## config.mk

```make
export PLATFORM = sky130hd
export DESIGN_NAME = fetch_unit
export DESIGN_NICKNAME = d
export VERILOG_FILES = /design/src/rtl/fetch_unit.sv
export SDC_FILE = /design/constraint.sdc
export NUM_CORES = 1
export LEC_CHECK = 0
export ABC_AREA = 1
export CAP_MARGIN = 20
export CORE_UTILIZATION = 60
export CTS_BUF_LIST = sky130_fd_sc_hd__clkbuf_4 sky130_fd_sc_hd__clkbuf_8
export CTS_CLUSTER_SIZE = 30
export DETAILED_ROUTE_END_ITERATION = 10
export DONT_BUFFER_PORTS = 1
export GPL_TIMING_DRIVEN = 0
export PLACE_DENSITY = 0.85
export RECOVER_POWER = 100
export SLEW_MARGIN = 20
export SYNTH_ARGS = -nofsm -noshare
export SYNTH_HDL_FRONTEND = slang
export SYNTH_SLANG_ARGS = --single-unit
```

## constraint.sdc

```tcl
create_clock -name clk -period 2 [get_ports clk]
set_clock_uncertainty 0.1 [all_clocks]
set_input_delay 0.1 -clock clk [delete_from_list [all_inputs] [get_ports clk]]
set_output_delay 0.1 -clock clk [all_outputs]
set_load 0.05 [all_outputs]
```

## src/rtl/fetch_unit.sv

```systemverilog
// Instruction fetch stage: owns the PC, issues one bus read at a time and
// holds the returned word for the decoder; execute redirects squash in-flight work.
`timescale 1ns/1ps
module fetch_unit #(
  parameter int                   INST_WIDTH = 32,
  parameter int                   PC_WIDTH   = 32,
  parameter logic [PC_WIDTH-1:0]  RESET_PC   = '0
) (
  input  logic                  clk,
  input  logic                  rst,
  output logic                  ir_addr_valid,
  input  logic                  ir_addr_ready,
  output logic [PC_WIDTH-1:0]   ir_addr,
  input  logic                  ir_data_valid,
  output logic                  ir_data_ready,
  input  logic [INST_WIDTH-1:0] ir_data,
  output logic [INST_WIDTH-1:0] inst,
  output logic [PC_WIDTH-1:0]   inst_pc,
  output logic                  inst_valid,
  input  logic                  inst_ready,
  input  logic                  redirect,
  input  logic [PC_WIDTH-1:0]   redirect_pc
);

  typedef enum logic [1:0] {
    ST_IDLE = 2'd0,
    ST_REQ  = 2'd1,
    ST_WAIT = 2'd2,
    ST_HOLD = 2'd3
  } state_t;

  localparam logic [PC_WIDTH-1:0] PC_STEP = {{(PC_WIDTH-3){1'b0}}, 3'b100};

  state_t                state_r, state_s;
  logic [PC_WIDTH-1:0]   pc_r, pc_s;
  logic [PC_WIDTH-1:0]   addr_r, addr_s;
  logic [PC_WIDTH-1:0]   inst_pc_r, inst_pc_s;
  logic [INST_WIDTH-1:0] inst_r, inst_s;
  logic                  squash_r, squash_s;
  logic                  addr_valid_r, addr_valid_s;
  logic                  data_ready_r, data_ready_s;
  logic                  inst_valid_r, inst_valid_s;
  logic [PC_WIDTH-1:0]   redirect_aligned_s;
  logic [PC_WIDTH-1:0]   pc_tgt_s;

  assign redirect_aligned_s = {redirect_pc[PC_WIDTH-1:2], 2'b00};
  // Redirect always wins over the current pc as the next fetch target.
  assign pc_tgt_s = redirect ? redirect_aligned_s : pc_r;

  // Next-state, next-pc and next-output computation.
  always_comb begin
    state_s   = state_r;
    pc_s      = pc_r;
    addr_s    = addr_r;
    inst_s    = inst_r;
    inst_pc_s = inst_pc_r;
    squash_s  = squash_r;
    case (state_r)
      ST_IDLE: begin
        state_s = ST_REQ;
        addr_s  = pc_r;
      end
      ST_REQ: begin
        // ir_addr keeps the old address until the pending request completes.
        pc_s     = pc_tgt_s;
        squash_s = squash_r | redirect;
        if (ir_addr_ready) begin
          state_s = ST_WAIT;
        end else begin
          state_s = ST_REQ;
        end
      end
      ST_WAIT: begin
        pc_s = pc_tgt_s;
        if (ir_data_valid) begin
          if (squash_r || redirect) begin
            squash_s = 1'b0;
            addr_s   = pc_tgt_s;
            state_s  = ST_REQ;
          end else begin
            inst_s    = ir_data;
            inst_pc_s = pc_r;
            state_s   = ST_HOLD;
          end
        end else begin
          squash_s = squash_r | redirect;
          state_s  = ST_WAIT;
        end
      end
      ST_HOLD: begin
        if (redirect) begin
          pc_s    = redirect_aligned_s;
          addr_s  = redirect_aligned_s;
          state_s = ST_REQ;
        end else if (inst_ready) begin
          pc_s    = pc_r + PC_STEP;
          addr_s  = pc_r + PC_STEP;
          state_s = ST_REQ;
        end else begin
          state_s = ST_HOLD;
        end
      end
      default: begin
        state_s  = ST_IDLE;
        squash_s = 1'b0;
      end
    endcase
    addr_valid_s = (state_s == ST_REQ);
    data_ready_s = (state_s == ST_WAIT);
    inst_valid_s = (state_s == ST_HOLD);
  end

  // State, pc and registered output update.
  always_ff @(posedge clk or negedge rst) begin
    if (!rst) begin
      state_r      <= ST_IDLE;
      pc_r         <= RESET_PC;
      addr_r       <= RESET_PC;
      inst_r       <= '0;
      inst_pc_r    <= '0;
      squash_r     <= 1'b0;
      addr_valid_r <= 1'b0;
      data_ready_r <= 1'b0;
      inst_valid_r <= 1'b0;
    end else begin
      state_r      <= state_s;
      pc_r         <= pc_s;
      addr_r       <= addr_s;
      inst_r       <= inst_s;
      inst_pc_r    <= inst_pc_s;
      squash_r     <= squash_s;
      addr_valid_r <= addr_valid_s;
      data_ready_r <= data_ready_s;
      inst_valid_r <= inst_valid_s;
    end
  end

  assign ir_addr_valid = addr_valid_r;
  assign ir_addr       = addr_r;
  assign ir_data_ready = data_ready_r;
  assign inst          = inst_r;
  assign inst_pc       = inst_pc_r;
  assign inst_valid    = inst_valid_r;

endmodule

```

==> results.cfg, run 1 <==
[status]
outcome = finished, violations left
failed_checks = negative hold slack

[drt]
wl_per_cell_um = 19.5
ant_nets = 0
via_per_inst = 5.99
via_count = 6627
drt_iter0_drc = 670
postRouteWirelength_um = 21600
first_pass_iters = 8
post-route-drc-count = 0

[synth]
synth_nets = 944
synthTopCellsByArea = dfrtp_1 48%, nand2_1 8.6%, nor2_1 8.4%, mux2_2 5.1%, a21oi_1 4.8%
ys.flop_type = dfrtp_1
avgSynthCellArea_um2 = 8.10
synth_area_leader_cell = dfrtp_1
syn_inst = 868
synth_seq_area_share_pct = 47.7
async_flop_share_pct = 100
synth_edf_count = 0
netlist.area_leader.share_pct = 47.7
synthTopCellsByCount = 161 x nand2_1, 157 x nor2_1, 134 x dfrtp_1, 68 x a21oi_1, 58 x o21ai_0
yosysMostFrequentCell = nand2_1
ys_types = 36
syn_area_um2 = 7030
yosys_warnings = 0
ys_ff_latch = 134

[placement]
pre_cts_slack_ps = -255
dpl_cell_area_um2 = 7210
port_buffers = 0
place.gp.congestion = 0.972
place.detailed.hpwl_um = 13900

[clock_network]
clk-insertion-delay-late_ps = 460
cts_max_level = 4
path_clk_slew_ps = 80
postCtsHoldBufs = 60
cts_buffers = 17
root_buffer = clkbuf_8
clkSinkCount = 134
cts_tree = built
clockBufferDepth = 2

[layout]
final_layout_size_suffix_gt1_share_pct = 15.3
antennaDiodeCount = 0
final_cell_area_um2 = 8400
fin_nets = 1026
area_growth_syn_to_layout_pct = 19.4

[global_route]
antenna_found_initial = 0
grt_pass1_vias = 6308
grt.total_usage_pct = 36.2
grt_max_degree = 135
grt_pass1_wl_um = 32400
grt-ovfl-total = 0

[die]
fp.dieH_um = 110
core_um2 = 11400
dieArea_um2 = 12200
die_w_um = 110
rows = 39
start_util_pct = 61.6
boundaryPins = 169

[sta]
worstMarginPinSlew_ps = 667
grt_setup_unrepaired = true
slew_headroom_pct = 55.5
period_share_pct = 98.7
hold_slack_ps = -767
setup_viol = 0
hold_viol_final = 134
fin_crit_ps = 1970
fmax_mhz = 506
fin_tns_setup_ps = 0
fin_ws_ps = 25.4
finalMaxSlewViolations = 0

[pwr]
ir_drop_v = 0.00112
leakage_nw = 3.91
power_density_nw_per_um2 = 1970

[worst_setup_path]
crit_chain = ha_1 > buf_4 > nand2_1 > nor2_4 > inv_2 > nand3_4 > inv_4 > buf_6 > nor2_1 > a21oi_1
cp_slowest_cell = dfrtp_1
cp.required_ps = 2270
reg2reg_slack_ps = 30
worst-endpoint-arrival_ps = 2250
path_class = flip-flop to flip-flop
cp_slowest_stage_delay_ps = 420
crit_fanout = 10
critPathLaunchType = flip-flop
cp-end-kind = flip-flop
cpLargestDelayFamily = buffers and inverters
crit_buf_inv = 4

[min_path]
min_path_type = primary input to asynchronous set/reset pin

[job]
cap_violations = 0
final timing paths:
check / from / to / cells after the start
max: state_r[1] / ir_addr[16] / 10
min: rst / inst_pc[23] / 0
max reg2reg: state_r[1] / ir_addr[16] / 10
min reg2reg: pc_r[1] / pc_r[1] / 2
max in group asynchronous: rst / pc_r[23] / 0
min in group clk: redirect_pc[27] / pc_r[27] / 4
area by class of cell:
type	instances	area [um^2]
sequential	134	3360
multi-input combinational	626	3250
fill	846	3020
timing repair buffer	64	631
buffer	45	310
clock buffer	20	256
inverter	62	238
clock inverter	12	179
tap	143	179
layer usage:
metal / part of all wire, % / vias to the layer above / track usage, %
met2: 46 / 412 / 57.9
met1: 39 / 3086 / 45.3
met4: 3.8 / 0 / 17.0
li1: - / 3057 / -
met3: 12 / 72 / 10.3
met5: 0 / - / 0
sequential cells by signal (all words and copies together) (netlist names):
register	count
inst	32
inst_pc	32
ir_addr	32
pc_r	32
state_r	2
inst_valid	1
ir_addr_valid	1
ir_data_ready	1
squash_r	1
worst register-to-register path, stage by stage, from the launching register on:
cell and delay, ps:
dfrtp_1 420, ha_1 200, buf_4 180, nand2_1 160, nor2_4 70, inv_2 80, nand3_4 150, inv_4 150
buf_6 190, nor2_1 60, a21oi_1 150
placed cells by master, fill, tap and decap left out, types with 3 or more instances in the layout:
cell	count
clkbuf_4	4
nand2_1	160
o21ai_0	55
nand2_2	3
nor2_2	4
inv_2	5
dfrtp_1	132
clkbuf_1	5
inv_1	54
o22ai_1	18
clkinvlp_4	3
o21a_1	5
nand3_2	4
a211oi_1	4
nand4_1	6
nor2_4	9
ha_1	5
buf_4	13
nor2_1	157
a31oi_1	6
nor3_1	6
o21ai_1	6
clkbuf_2	6
a22oi_1	9
dlygate4sd3_1	60
clkbuf_8	17
buf_6	9
bufinv_16	4
nand3_1	50
buf_2	14
clkinv_4	3
a211oi_2	3
mux2_2	32
nor4_1	3
a21oi_1	68
where the power goes:
group	internal (mW)	total (mW)	switching [mW]
combinational	2.35	6.29	3.94
clock	1.40	2.49	1.09
sequential	3.86	7.72	3.86
total	7.61	16.5	8.89
per-stage QoR:
step / total power, mW / std cells / util [%]
final: 16.5 / 1106 / 73.5
after global routing: 17.4 / 1106 / 73.5
after CTS: 16.0 / 1106 / 72.6
after detailed placement: 13.3 / 1011 / 63.1
after global placement: 13.2 / 1011 / 63.1
after floorplan: 11.7 / 868 / -
cells by family (layout without fill, tap and decap cells):
logic type / Yosys count / count (layout) / share of synthesized area [%]
compound gates: 179 / 179 / 14.1
fa+ha+maj: 6 / 6 / 1.07
mux: 32 / 32 / 5.12
simple gates: 409 / 409 / 25.0
buf+inv: 108 / 203 / 6.94
flops: 134 / 134 / 47.7
repair_timing:
action,4_1_cts,5_1_grt
gates cloned,0,0
endpoints found under the hold margin,219,134
endpoints found under the setup margin,96,115
pin swaps,2,1
gates resized for setup,10,42
setup buffers,3,1
No activity file was read; power rests on OpenSTA's default activity.
==> run 2: changes to the inputs <==
- CELL_PAD_IN_SITES_DETAIL_PLACEMENT: default -> 0
- CELL_PAD_IN_SITES_GLOBAL_PLACEMENT: default -> 1
- CORE_UTILIZATION: 60 -> 48
- PLACE_DENSITY: 0.85 -> default
- PLACE_DENSITY_LB_ADDON: default -> 0.1
==> run 2 against run 1 <==
Against the previous run: the flow still finishes with violations (negative hold slack); core utilization decreased by 14 points; setup slack improved by 73 ps; flip-flop and latch count unchanged; routed wire length increased by 8.8%; first-iteration DRC count decreased by 3.3%; hold slack improved by 2.1 ps; maximum frequency increased by 3.8%; final cell count increased by 3.7%.
==> results.cfg, run 2 (synthesized netlist as in run 1, its figures left out) <==
[status]
outcome = finished, violations left
failed_checks = negative hold slack

[worst_setup_path]
crit_fanout = 10
cp.required_ps = 2260
critPathLaunchType = flip-flop
worst-endpoint-arrival_ps = 2160
path_class = flip-flop to flip-flop
cp-end-kind = flip-flop
reg2reg_slack_ps = 100

[layout]
multi_input_area_um2 = 3240
seqCellArea_um2 = 3350
final_layout_size_suffix_gt1_share_pct = 15.5
fin_nets = 1030
area_growth_syn_to_layout_pct = 20.1
final_cell_area_um2 = 8450
fin_util_pct = 59.9
finalNonFillerCells = 1147
fill_cells = 1294
layout_common_cells = 160 x nand2_1, 155 x nor2_1, 133 x dfrtp_1
layout_commonest_cell = nand2_1
antennaDiodeCount = 0

[global_route]
grt_pass1_wl_um = 35000
grt.total_usage_pct = 31.7
grt_pass1_vias = 6351
antenna_found_initial = 1
grt-ovfl-total = 0
grt_max_degree = 135

[pwr]
power_frac_clock_pct = 14.2
p_seq_share_pct = 46.6
leakage_nw = 3.91
p_sw_share_pct = 54.9
ir_drop_v = 0.000786
finalPower_mw = 16.5
p_switching_mw = 9.09
power_density_nw_per_um2 = 1960
power_frac_comb_pct = 39.2
internal-power_mw = 7.45

[clock_network]
root_buffer = clkbuf_8
clkSinkCount = 134
cts_buffers = 17
clockBufferDepth = 2
cts_tree = built
postCtsHoldBufs = 61
clk-insertion-delay-late_ps = 460
path_clk_slew_ps = 80
cts_max_level = 4

[drt]
wl_per_cell_um = 20.5
via_count = 6587
via_per_inst = 5.74
post-route-drc-count = 0
drt_iter0_drc = 648
ant_nets = 0
first_pass_iters = 5
postRouteWirelength_um = 23500

[placement]
place.gp.congestion = 0.907
place.detailed.hpwl_um = 15700
dpl_cell_area_um2 = 7260
place_inst = 1048
port_buffers = 0

[min_path]
min_path_type = primary input to asynchronous set/reset pin

[sta]
period_share_pct = 95.1
worstMarginPinSlew_ps = 640
setup_viol = 0
hold_slack_ps = -765
slew_headroom_pct = 57.3
grt_setup_unrepaired = true
hold_viol_final = 134
fin_crit_ps = 1900
finalMaxSlewViolations = 0
fmax_mhz = 526

[die]
dieArea_um2 = 15100
die_w_um = 123
rows = 43
core_um2 = 14100
fp.dieH_um = 123
boundaryPins = 169
start_util_pct = 49.9

[job]
cap_violations = 0
[run 2: area by class of cell]
class                           instances  share of cell area, %
Sequential cell                       134                   39.7
Multi-Input combinational cell        626                   38.4
Timing Repair Buffer                   68                   7.85
Buffer                                 45                   3.78
Clock buffer                           19                   3.10
Inverter                               62                   2.83
Tap cell                              180                   2.67
Clock inverter                         13                   1.70
[run 2: per-layer routing]
metal	part of all wire (%)	vias up	GRT usage [%]
met3	9.5	35	6.37
li1	-	3056	-
met2	46	348	51.5
met4	2.0	0	10.6
met5	0	-	0
met1	42	3148	42.2
[run 2: final timing paths]
path	from	cells after the start	endpoint
max reg2reg	state_r[1]	6	ir_addr[3]
min reg2reg	pc_r[0]	2	pc_r[0]
min in group clk	redirect_pc[31]	4	pc_r[31]
max	state_r[1]	6	ir_addr[3]
max in group asynchronous	rst	0	pc_r[26]
min	rst	0	inst_pc[4]
[run 2: power groups by stage]
stage                     sequential (mW)  clock (mW)  combinational, mW
after floorplan                      7.43           0               4.29
after global placement               7.72           0               5.69
after detailed placement             7.73           0               5.84
after CTS                            7.68        2.38               6.11
after global routing                 7.88        2.50               7.12
final                                7.70        2.35               6.48
[run 2: repair_timing]
action | CTS | global route
gates resized for setup | 11 | 38
hold endpoints to repair | 223 | 134
cloned | 0 | 0
buffers inserted | 4 | 3
endpoints found under the setup margin | 117 | 115
pin swaps | 1 | 0
[run 2: stage by stage]
stage	TNS, ps	setup slack [ps]
after floorplan	0	214
after global placement	-10360	-291
after detailed placement	-14850	-434
after CTS	-1380	-56.6
after global routing	-33.1	-19.1
final	0	98.1
[run 2: critical path: stages, from the launching register on]
cell and delay, ps:
dfrtp_1 400, ha_1 160, buf_4 180, clkinv_1 390, nor2_1 220, o21ai_0 130, a41oi_1 230
==> run 3: changes to the inputs <==
- clock period: 2 -> 1.8 ns (I/O delays scaled with it)
==> run 3 against run 2 <==
Against the previous run: the flow finishes with violations (negative hold slack, negative setup slack); first-iteration DRC count shrank 1.1%; setup slack worse by 280 ps; combinational power increased by 51%; register-to-register slack worse by 280 ps; die area did not move; clock power grew 12%; non-clock buffer count increased by 28; flip-flop and latch count unchanged; design area rose by 12%; sequential power grew 13%; clock-buffer cell count unchanged; largest cell class is now multi-input gates.
==> results.cfg, run 3 (synthesized netlist as in run 1, its figures left out) <==
[die]
die_w_um = 123
dieArea_um2 = 15100
start_util_pct = 49.9
fp.dieH_um = 123
boundaryPins = 169
core_um2 = 14100
rows = 43

[sta]
hold_slack_ps = -788
worstMarginPinSlew_ps = 705
finalMaxSlewViolations = 0
setup_viol = 87
fin_ws_ps = -180
period_share_pct = 110
hold_viol_final = 134
fin_crit_ps = 1980
grt_setup_unrepaired = true
slew_headroom_pct = 52.8
fmax_mhz = 505

[placement]
place.detailed.hpwl_um = 15700
place.gp.congestion = 0.907
port_buffers = 0
dpl_cell_area_um2 = 7260
pre_cts_slack_ps = -634

[clock_network]
root_buffer = clkbuf_8
path_clk_slew_ps = 80
clk-insertion-delay-late_ps = 460
cts_max_level = 4
cts_tree = built
clkSinkCount = 134
postCtsHoldBufs = 62
cts_buffers = 17
clockBufferDepth = 2

[worst_setup_path]
reg2reg_slack_ps = -180
r2r_cells = 8
reg2reg_from = state_r[1]
crit_fanout = 6
cp-end-kind = flip-flop
path_class = flip-flop to flip-flop
startpoint = state_r[1]
cp.required_ps = 2090
crit_end = ir_data_ready
rr_endpoint = ir_data_ready
critPathLaunchType = flip-flop
worst-endpoint-arrival_ps = 2270

[drt]
via_per_inst = 5.88
via_count = 6918
postRouteWirelength_um = 26100
post-route-drc-count = 0
first_pass_iters = 6
wl_per_cell_um = 22.2
drt_iter0_drc = 641
ant_nets = 0

[layout]
fin_nets = 1059
antennaDiodeCount = 0
layout_common_cells = 154 x nand2_1, 132 x dfrtp_1, 114 x nor2_1
fill_cells = 1142
final_cell_area_um2 = 9430
area_growth_syn_to_layout_pct = 34.1
layout_commonest_cell = nand2_1
final_layout_size_suffix_gt1_share_pct = 26.3

[global_route]
grt-ovfl-total = 0
grt_max_degree = 135
grtUsageMet1_pct = 43.0
grt_use_met3_pct = 6.46
antenna_found_initial = 0
use_met2_pct = 53.0
grt_busiest_layer = met2
grt_pass1_vias = 6501
grt.total_usage_pct = 32.5
grt_pass1_wl_um = 35800

[min_path]
min_path_type = primary input to asynchronous set/reset pin

[pwr]
power_density_nw_per_um2 = 2240
leakage_nw = 4.25
finalPower_mw = 21.1
ir_drop_v = 0.000999

[job]
cap_violations = 0

[status]
failed_checks = negative hold slack, negative setup slack
outcome = finished, violations left
-- run 3: cell count changes in the layout (fill, tap and decap cells not counted), moves of 18 or more --
| cell | previous run | this run |
|---|---|---|
| a21oi_1 | 68 | 49 |
| a21oi_2 | 0 | 19 |
| nor2_1 | 155 | 114 |
| nor2_2 | 7 | 25 |
| nor2_4 | 8 | 31 |
-- run 3: timing repair --
action,CTS,global route
pin swaps,2,13
cloned,0,8
hold endpoints to repair,226,134
gates resized for setup,67,166
endpoints found under the setup margin,128,123
buffers inserted,12,15
-- run 3: how the worst min path moves through the flow --
stage	from	endpoint	slack [ps]	depth (start not counted)
6_report	rst	inst[2]	-790	0
5_1_grt	rst	inst[2]	-800	0
4_1_cts	rst	pc_r[15]	-800	0
3_5_place_dp	rst	inst[26]	-300	0
3_3_place_gp	rst	inst[26]	-300	0
2_1_floorplan	rst	inst[0]	-310	0
-- run 3: worst max-delay path, stage by stage (launching register included) --
cell	delay, ps
dfrtp_1	400
buf_4	160
ha_4	170
buf_8	140
nand2_4	80
inv_8	50
nor4_1	550
inv_1	140
nor2_1	120
-- run 3: metrics by stage --
stage	std cells	hold WS [ps]	util, %	setup TNS, ps
detailed placement	1048	-303	51.5	-39280
CTS	1153	-798	60.8	-5.84
global placement	1048	-303	51.5	-34430
global route	1176	-803	66.9	-7120
floorplan	868	-306	-	0
finish	1176	-788	66.9	-1950
-- run 3: report_power, final --
part / leakage (nW) / total [mW] / switching, mW / internal [mW]
combinational: 2.40 / 9.78 / 5.67 / 4.11
clock: 0.196 / 2.63 / 1.32 / 1.32
sequential: 1.66 / 8.71 / 4.43 / 4.28
-- run 3: cell type report --
cell class	count	area [um^2]	area share [%]
repair buffers	96	1020	10.9
clock buffers	19	262	2.77
multi-input cells	627	3670	38.9
plain buffers	45	487	5.16
inverters	62	263	2.79
flip-flops and latches	134	3360	35.6
clock inverters	13	144	1.53
well taps	180	225	2.39
-- run 3: routing by layer --
layer  vias to the layer above  routed length, um  part of all wire, %
li1                       3115                  -                    -
met1                      3362              10500                   40
met2                       389              12500                   48
met3                        52               2310                  8.9
met4                         0                733                  2.8
met5                         -                  0                    0
